==> config.mk <==
export PLATFORM = sky130hd
export DESIGN_NAME = pipe_fixed_block_accumulator
export DESIGN_NICKNAME = d
export VERILOG_FILES = /design/src/rtl/fxp_pkg.sv /design/src/rtl/fxp_narrow.sv /design/src/rtl/pipe_fixed_block_accumulator.sv
export SDC_FILE = /design/constraint.sdc
export NUM_CORES = 1
export LEC_CHECK = 0
export ABC_AREA = 0
export CAP_MARGIN = 20
export CORE_ASPECT_RATIO = 0.9
export CORE_MARGIN = 2
export CORE_UTILIZATION = 50
export DETAILED_ROUTE_END_ITERATION = 7
export HOLD_SLACK_MARGIN = 0.05
export PLACE_DENSITY_LB_ADDON = 0.15
export SLEW_MARGIN = 40
export SYNTH_ARGS = -nofsm -noshare
export SYNTH_HDL_FRONTEND = slang
export SYNTH_SLANG_ARGS = --single-unit
==> constraint.sdc <==
create_clock -name clk -period 2.7 [get_ports clk]
set_input_delay 0.675 -clock clk [delete_from_list [all_inputs] [get_ports clk]]
set_output_delay 0.675 -clock clk [all_outputs]
set_load 0.02 [all_outputs]
==> src/rtl/fxp_pkg.sv <==
// -----------------------------------------------------------------------------
// fxp_pkg
// Shared fixed-point helpers for the float-to-fixed processing chain.
//   acc_width(wii, block_len, wof) : lossless accumulator width for a block sum
//   max_raw(w) / min_raw(w)        : largest / smallest signed raw value of a
//                                    w-bit two's-complement word, returned in
//                                    64 bits (callers slice the low w bits)
// -----------------------------------------------------------------------------
package fxp_pkg;

  // One extra bit beyond the block growth keeps the sign unambiguous.
  function automatic int acc_width(input int wii, input int block_len, input int wof);
    return wii + $clog2(block_len) + wof + 1;
  endfunction

  function automatic logic [63:0] max_raw(input int w);
    return (64'd1 << (w - 1)) - 64'd1;
  endfunction

  function automatic logic [63:0] min_raw(input int w);
    return ~max_raw(w);
  endfunction

endpackage

==> src/rtl/fxp_narrow.sv <==
// -----------------------------------------------------------------------------
// fxp_narrow
// Combinational narrowing of a WA-bit signed sum to a WO-bit signed word.
// Build option: FXP_ACC_SATURATE_EN -- when defined, out-of-range sums clamp to
// the most positive / most negative WO-bit value; otherwise the low WO bits are
// passed through (wrap). The range flag is produced identically in both builds.
// Ports:
//   i_sum        WA-bit signed input sum
//   o_data       WO-bit narrowed result
//   o_range_ovf  1 when i_sum does not fit in WO signed bits
// -----------------------------------------------------------------------------
module fxp_narrow
  import fxp_pkg::*;
#(
  parameter int WA = 23,
  parameter int WO = 20
) (
  input  logic [WA-1:0] i_sum,
  output logic [WO-1:0] o_data,
  output logic          o_range_ovf
);

  if (WO > 64) begin : g_chk_wo
    $error("fxp_narrow: WO must not exceed 64");
  end

  if (WA <= WO) begin : g_widen
    // Target is at least as wide: plain sign extension, never out of range.
    assign o_data      = {{(WO-WA){i_sum[WA-1]}}, i_sum};
    assign o_range_ovf = 1'b0;
  end else begin : g_narrow
    localparam logic [63:0] MAX_RAW = max_raw(WO);
    localparam logic [63:0] MIN_RAW = min_raw(WO);

    // The value fits iff every bit from the target sign bit upward agrees.
    logic [WA-WO:0] top_bits;
    assign top_bits    = i_sum[WA-1:WO-1];
    assign o_range_ovf = !((&top_bits) || !(|top_bits));

`ifdef FXP_ACC_SATURATE_EN
    always_comb begin
      o_data = i_sum[WO-1:0];
      if (o_range_ovf) begin
        o_data = i_sum[WA-1] ? MIN_RAW[WO-1:0] : MAX_RAW[WO-1:0];
      end
    end
`else
    assign o_data = i_sum[WO-1:0];
`endif
  end

endmodule

==> src/rtl/pipe_fixed_block_accumulator.sv <==
// -----------------------------------------------------------------------------
// pipe_fixed_block_accumulator
// Sums every BLOCK_LEN accepted signed fixed-point samples in a lossless
// accumulator and emits one narrowed result per block through a single-entry
// output register. Accumulation of the next block continues while a result
// waits; only the final sample of a block stalls on an unconsumed result.
// Build option: FXP_ACC_SATURATE_EN (saturate instead of wrap on narrowing,
// selected inside fxp_narrow).
// Ports:
//   clk, rstn            clock, asynchronous active-low reset
//   i_valid/i_ready      input sample handshake
//   i_data, i_ovf        signed sample (WII.WIF) and its upstream overflow flag
//   o_valid/o_ready      output sum handshake
//   o_data, o_overflow   signed block sum (WOI.WOF) and its invalid flag
// -----------------------------------------------------------------------------
module pipe_fixed_block_accumulator
  import fxp_pkg::*;
#(
  parameter int WII       = 10,
  parameter int WIF       = 10,
  parameter int WOI       = 16,
  parameter int WOF       = 10,
  parameter int BLOCK_LEN = 16
) (
  input  logic                 clk,
  input  logic                 rstn,
  input  logic                 i_valid,
  output logic                 i_ready,
  input  logic [WII+WIF-1:0]   i_data,
  input  logic                 i_ovf,
  output logic                 o_valid,
  input  logic                 o_ready,
  output logic [WOI+WOF-1:0]   o_data,
  output logic                 o_overflow
);

  localparam int WI    = WII + WIF;
  localparam int WO    = WOI + WOF;
  localparam int WA    = acc_width(WII, BLOCK_LEN, WOF);
  localparam int SHIFT = WOF - WIF;
  localparam int CW    = $clog2(BLOCK_LEN);
  localparam logic [CW-1:0] LAST = CW'(BLOCK_LEN - 1);

  if (WOF < WIF) begin : g_chk_wof
    $error("pipe_fixed_block_accumulator: WOF must be >= WIF");
  end
  if (BLOCK_LEN < 2) begin : g_chk_len
    $error("pipe_fixed_block_accumulator: BLOCK_LEN must be >= 2");
  end

  logic [WA-1:0] acc_q, acc_d;
  logic [CW-1:0] cnt_q, cnt_d;
  logic          ovf_acc_q, ovf_acc_d;
  logic          o_valid_q, o_valid_d;
  logic [WO-1:0] o_data_q, o_data_d;
  logic          o_ovf_q, o_ovf_d;

  logic signed [WA-1:0] samp_ext;
  logic [WA-1:0]        sum;
  logic [WO-1:0]        narrow_data;
  logic                 range_ovf;
  logic                 last, accept, pop;

  // ---- input alignment and accumulation (combinational) ----
  assign samp_ext = WA'($signed(i_data)) <<< SHIFT;
  assign sum      = acc_q + samp_ext;

  assign last    = (cnt_q == LAST);
  assign i_ready = !(o_valid_q && !o_ready && last);
  assign accept  = i_valid && i_ready;
  assign pop     = o_valid_q && o_ready;

  fxp_narrow #(
    .WA (WA),
    .WO (WO)
  ) u_narrow (
    .i_sum       (sum),
    .o_data      (narrow_data),
    .o_range_ovf (range_ovf)
  );

  always_comb begin
    acc_d     = acc_q;
    cnt_d     = cnt_q;
    ovf_acc_d = ovf_acc_q;
    o_valid_d = o_valid_q;
    o_data_d  = o_data_q;
    o_ovf_d   = o_ovf_q;

    if (pop) begin
      o_valid_d = 1'b0;
    end

    if (accept) begin
      if (last) begin
        // Block closes: publish result (overrides a same-cycle pop) and restart.
        o_data_d  = narrow_data;
        o_ovf_d   = ovf_acc_q | i_ovf | range_ovf;
        o_valid_d = 1'b1;
        acc_d     = '0;
        cnt_d     = '0;
        ovf_acc_d = 1'b0;
      end else begin
        acc_d     = sum;
        cnt_d     = cnt_q + 1'b1;
        ovf_acc_d = ovf_acc_q | i_ovf;
      end
    end
  end

  // ---- state / output register stage ----
  always_ff @(posedge clk or negedge rstn) begin
    if (!rstn) begin
      acc_q     <= '0;
      cnt_q     <= '0;
      ovf_acc_q <= 1'b0;
      o_valid_q <= 1'b0;
      o_data_q  <= '0;
      o_ovf_q   <= 1'b0;
    end else begin
      acc_q     <= acc_d;
      cnt_q     <= cnt_d;
      ovf_acc_q <= ovf_acc_d;
      o_valid_q <= o_valid_d;
      o_data_q  <= o_data_d;
      o_ovf_q   <= o_ovf_d;
    end
  end

  assign o_valid    = o_valid_q;
  assign o_data     = o_data_q;
  assign o_overflow = o_ovf_q;

endmodule

Yosys cells after proc, flatten, opt, wreduce, memory -nomap -nowiden
Index checks and enable logic that the tools add are counted.
{ "op_classes": {"n_shift": 0, "mux": 6, "n_reduce_logical": 7, "n_div": 0, "mul": 0, "bitwise_logic": 1, "magnitude_cmp": 0, "addsub": 2, "n_eq_ne": 1} }
{ "op_table": {"columns": ["op", "count"], "rows": [
  ["25-bit adder", 1],
  ["25-bit 2-to-1 mux", 1],
  ["4-bit by 1-bit adder with 4-bit output (second input constant)", 1],
  ["4-bit == test (second input constant)", 1],
  ["1-bit logical AND", 4],
  ["1-bit 2-to-1 mux", 4],
  ["4-bit 2-to-1 mux", 1],
  ["1-bit logical NOT", 2],
  ["2-bit AND reduction", 1],
  ["1-bit OR", 1]
]} }
{ "totals": {"rom_bits": 0, "latch_bits": 0, "word_cells": 23, "in_bits": 25, "register_bits": 57, "out_inout_bits": 29, "memories": 0, "ram_bits": 0} }

Longest topological paths before layout
{ "logic_depth": {"ltp_word": 6, "depth_mapped": 9, "ltp_nobuf": 9} }

Modules after synthesis
Synthesis repeated with hierarchy kept, for this count alone.
{ "unflattened": {"hier_cells": 397, "area_unflattened_um2": 3880.0} }
{ "by_module_without_submodules": {"columns": ["mod", "area_per_inst_um2", "cells_per_inst", "seq_area_each_um2", "instances"], "rows": [
  ["pipe_fixed_block_accumulator", 3673.5, 369, 1451.4, 1],
  ["fxp_narrow", 206.4, 28, 0.0, 1]
]} }

Least setup slack after synthesis
No wires, ideal clock.
{ "synth_timing": {"kind": "in2reg", "start": "input i_data[0]", "end": "register acc_q[22]", "t_required_ps": 2568, "n_path_buf": 0, "path_stages": 9, "setup_time_ps": 132, "slack_ps": 106, "t_arrival_ps": 2463, "cell_sequence": "ha_1 -> fa_1 -> a211oi_2 -> o21ai_1 -> a21boi_2 -> o21ai_2 -> a41oi_2 -> xor2_1 -> o21ai_1"} }
{ "synth_between": {"elab_chain_cells": 2} }
{ "synth_rtl": {"columns": ["item", "line_no", "source"], "rows": [
  ["from (decl)", "pipe_fixed_block_accumulator.sv:29", "input logic [WII+WIF-1:0] i_data,"],
  ["25-bit adder", "pipe_fixed_block_accumulator.sv:66", "assign sum = acc_q + samp_ext;"],
  ["25-bit 2-to-1 mux", "pipe_fixed_block_accumulator.sv:95", "if (last) begin"],
  ["to (signal assigned)", "pipe_fixed_block_accumulator.sv:114", "acc_q <= '0;"],
  ["to (signal assigned)", "pipe_fixed_block_accumulator.sv:121", "acc_q <= acc_d;"],
  ["to (decl)", "pipe_fixed_block_accumulator.sv:51", "logic [WA-1:0] acc_q, acc_d;"]
]} }
Every way passes these cells.
A chain may end at the register's enable or synchronous reset.

Worst setup path in the final report
{ "layout_timing": {"start": "input i_data[7]", "end": "register o_data_q[12], in the netlist o_data[12]"} }
{ "layout_between": {"elab_chain_cells": 1} }
{ "layout_rtl": {"columns": ["item", "line_no", "source"], "rows": [
  ["25-bit adder", "pipe_fixed_block_accumulator.sv:66", null],
  ["to (signal assigned)", "pipe_fixed_block_accumulator.sv:125", "o_data_q <= o_data_d;"],
  ["to (decl)", "pipe_fixed_block_accumulator.sv:55", "logic [WO-1:0] o_data_q, o_data_d;"]
]} }
Every way passes these cells.

==> results.sh <==
export IMPL_clock_sinks=57
export IMPL_power_switching_uw=2410
export IMPL_port_buffers=53
export IMPL_htreeDepth=3
export IMPL_fin_skew_ns=0.00761
export IMPL_crit_cells=10
export IMPL_drv_cap=0
export IMPL_ant_nets=0
export IMPL_synth_area_leaders="dfrtp_1 (42%), ha_1 (9.2%), nand2_1 (5.9%)"
export IMPL_syn_area_per_cell_sq_um=9.80
export IMPL_tightest_slew_ns=0.719
export IMPL_synth_area_sq_mm=0.00338
export IMPL_wirelength_um=8510
export IMPL_share_comb_of_total_power=0.598
export IMPL_antenna_found_initial=0
export IMPL_core_area_sq_mm=0.00655
export IMPL_hold_violations=0
export IMPL_fin_crit_sh=0.971
export IMPL_ys_flop_type="dfrtp_1"
export IMPL_post_route_util=0.712
export IMPL_setup_viol=0
export IMPL_start_kind="input pin"
export IMPL_area_delta_synth_final_pct=37.8
export IMPL_rr_startpoint="acc_q[0]"
export IMPL_grt_pass1_wl_um=14100
export IMPL_seq_power_share=0.246
export IMPL_status="completed"
export IMPL_fmax_mhz=381
export IMPL_timing_slew_headroom=0.521
export IMPL_pwr_density_cell_mw_per_mm2=1270
export IMPL_nFillCells=511
export IMPL_dp_cells=529
export IMPL_synth_edf_count=0
export IMPL_die_h_um=82.0
export IMPL_crit_buf_inv=4
export IMPL_synthTopCellsByCount="dfrtp_1 (57), nand2_1 (53), ha_1 (25)"
export IMPL_synth_compound_area_share=0.214
export IMPL_critPathCaptureType="flop"
export IMPL_dr_pass1_iters=4
export IMPL_swShare=0.406
export IMPL_vias=2988
export IMPL_multi_input_area_sq_mm=0.00191
export IMPL_die_w_um=90.7
export IMPL_vias_per_cell=5.45
export IMPL_clk_latency_ns=0.35
export IMPL_cts_tree="yes"
export IMPL_nets=504
export IMPL_ys_seq_area_frac=0.422
export IMPL_gp_congestion=0.848
export IMPL_diodes=0
export IMPL_row_count=28
export IMPL_clk_pin_slew_worst_paths_ns=0.07
export IMPL_synthXorXnorAreaFrac=0.0670
export IMPL_cp_top_family="buffers and inverters"
export IMPL_drtIter0Drc=150
export IMPL_synth_most_common_cell="dfrtp_1"
export IMPL_critical_path_max_stage_delay_ns=0.43
export IMPL_instances_no_fill=548
export IMPL_grt_start_max_net_pins=58
export IMPL_dpl_hpwl_um=6080
export IMPL_vdd_drop_max_v=0.000755
export IMPL_hold_class="in2async"
export IMPL_cpMostUsedCell="buf_4"
export IMPL_required_ns=2.93
export IMPL_slew_violations=0
export IMPL_remaining_drc_errors=0
export IMPL_cts_buffers=9
export IMPL_dieArea_sq_mm=0.00744
export IMPL_pwr_share_clk=0.156
export IMPL_synth_warnings=0
export IMPL_async_flop_share=1.00
export IMPL_cts_path_max_buffers=2
export IMPL_crit_slowest_cell="clkdlybuf4s50_1"
export IMPL_synth_seq_cells=57
export IMPL_wl_per_cell_um=15.5
export IMPL_synthSimpleGateAreaFrac=0.130
export IMPL_rr_worst_depth=10
export IMPL_finalSetupTns_ns=0
export IMPL_crit_path_start="i_data[7]"
export IMPL_ff_latch_area_sq_mm=0.00143
export IMPL_yosys_area_top_type="dfrtp_1"
export IMPL_syn_num_nets=396
export IMPL_grt_usage=0.243
export IMPL_synthCells=345
export IMPL_ios=54
export IMPL_reg2reg_slack_ns=0.23
export IMPL_min_period_ns=2.62
export IMPL_leakage_uw=0.00215
export IMPL_crit_path_end="o_data[12]"
export IMPL_clock_root_buffer="clkbuf_8"
export IMPL_drive_gt1_frac=0.251
export IMPL_synthAdderAreaFrac=0.0984
export IMPL_synth_top_family_by_area="compound AO/OA/AOI/OAI gates"
export IMPL_cp_cell_sequence="clkdlybuf4s50_1, ha_1, o21ai_2, a211oi_2, a21oi_2, buf_4, buf_4, buf_4, xnor2_1, mux2_2"
export IMPL_cp_arrival_ns=2.85
export IMPL_p_total_uw=5930
export IMPL_start_util=0.516
export IMPL_muxShareOfSynthArea=0.0433
export IMPL_critPathMaxFanout=7
export IMPL_intPower_uw=3520
export IMPL_r2r_end="o_data[12]"
export IMPL_yosysTopAreaCellShare=0.422
export IMPL_rsz0062_at_grt="false"
export IMPL_ys_types=48
export IMPL_grt_overflow=0
export IMPL_grt_pass1_vias=2953
export IMPL_crit_type="in2reg"
[flip-flops by register name, indices dropped and copies added (netlist names)]
register	count
acc_q	25
o_data	25
cnt_q	4
o_overflow	1
o_valid	1
ovf_acc_q	1
[through the flow]
stage	hold WS, ns	area [sq um]	setup WS (ns)
after global routing	0.508	4660	0.00440
after global placement	0.463	4370	-0.422
after floorplan	0.379	3380	0.106
after detailed placement	0.470	4370	-0.472
after CTS	0.489	4610	0.00715
final	0.449	4660	0.0781
[layer usage]
layer / GRT usage / part of all wire / vias up
met3: 0.0615 / 0.044 / 12
met4: 0.0662 / 0.014 / 0
met5: 0 / 0 / -
met2: 0.406 / 0.47 / 70
li1: - / - / 1467
met1: 0.318 / 0.47 / 1439
[placed cells by master (no fill, tap or decap), types with 6 or more instances in the layout]
cell type	Yosys	final
a21oi_1	24	22
a22o_1	16	16
buf_4	2	57
clkbuf_8	0	9
clkdlybuf4s50_1	0	48
dfrtp_1	57	57
ha_1	25	22
inv_1	6	6
mux2_2	13	13
nand2_1	53	53
nand3_1	7	7
nand4_1	6	6
nor2_1	14	14
o21ai_0	14	13
o21ai_1	21	21
xnor2_1	14	14
xor2_1	10	10
[area by class of cell]
cell class              count  share of cell area
multi-input cells         268               0.409
flip-flops and latches     57               0.306
repair buffers            110               0.207
clock buffers               9              0.0266
well taps                  90              0.0242
clock inverters             7              0.0217
inverters                   7             0.00564
[worst min path at each step]
stage	slack, ns	startpoint	depth (start not counted)	to
after floorplan	0.38	rstn	0	acc_q[0]
after global placement	0.46	o_data[0]	2	o_data[0]
after detailed placement	0.47	o_data[0]	2	o_data[0]
after CTS	0.49	o_data[0]	2	o_data[0]
after global routing	0.51	o_data[0]	2	o_data[0]
final	0.45	rstn	2	acc_q[19]
[what timing repair did]
action | CTS | global route
gates resized for setup | 2 | 13
setup endpoints to repair | 9 | 18
buffers inserted | 1 | 2
pin swaps | 4 | 10
hold buffers | 0 | 0
[cells by family after synthesis]
| family | after synthesis |
|---|---|
| xor gates and xnor gates | 25 |
| DFF | 57 |
| AOI/OAI and AO/OA | 107 |
| and+or+nand+nor | 97 |
| muxes | 13 |
| buffers and inverters | 20 |
| adders and majority gates | 26 |
[power groups by stage]
stage          Clock, uW  Combinational [uW]  Sequential, uW
2_1_floorplan          0                1920            1610
3_3_place_gp           0                3350            1450
3_5_place_dp           0                3410            1470
4_1_cts              946                3470            1460
5_1_grt              983                3880            1510
6_report             924                3540            1460
No activity file was read; power rests on OpenSTA's default activity.
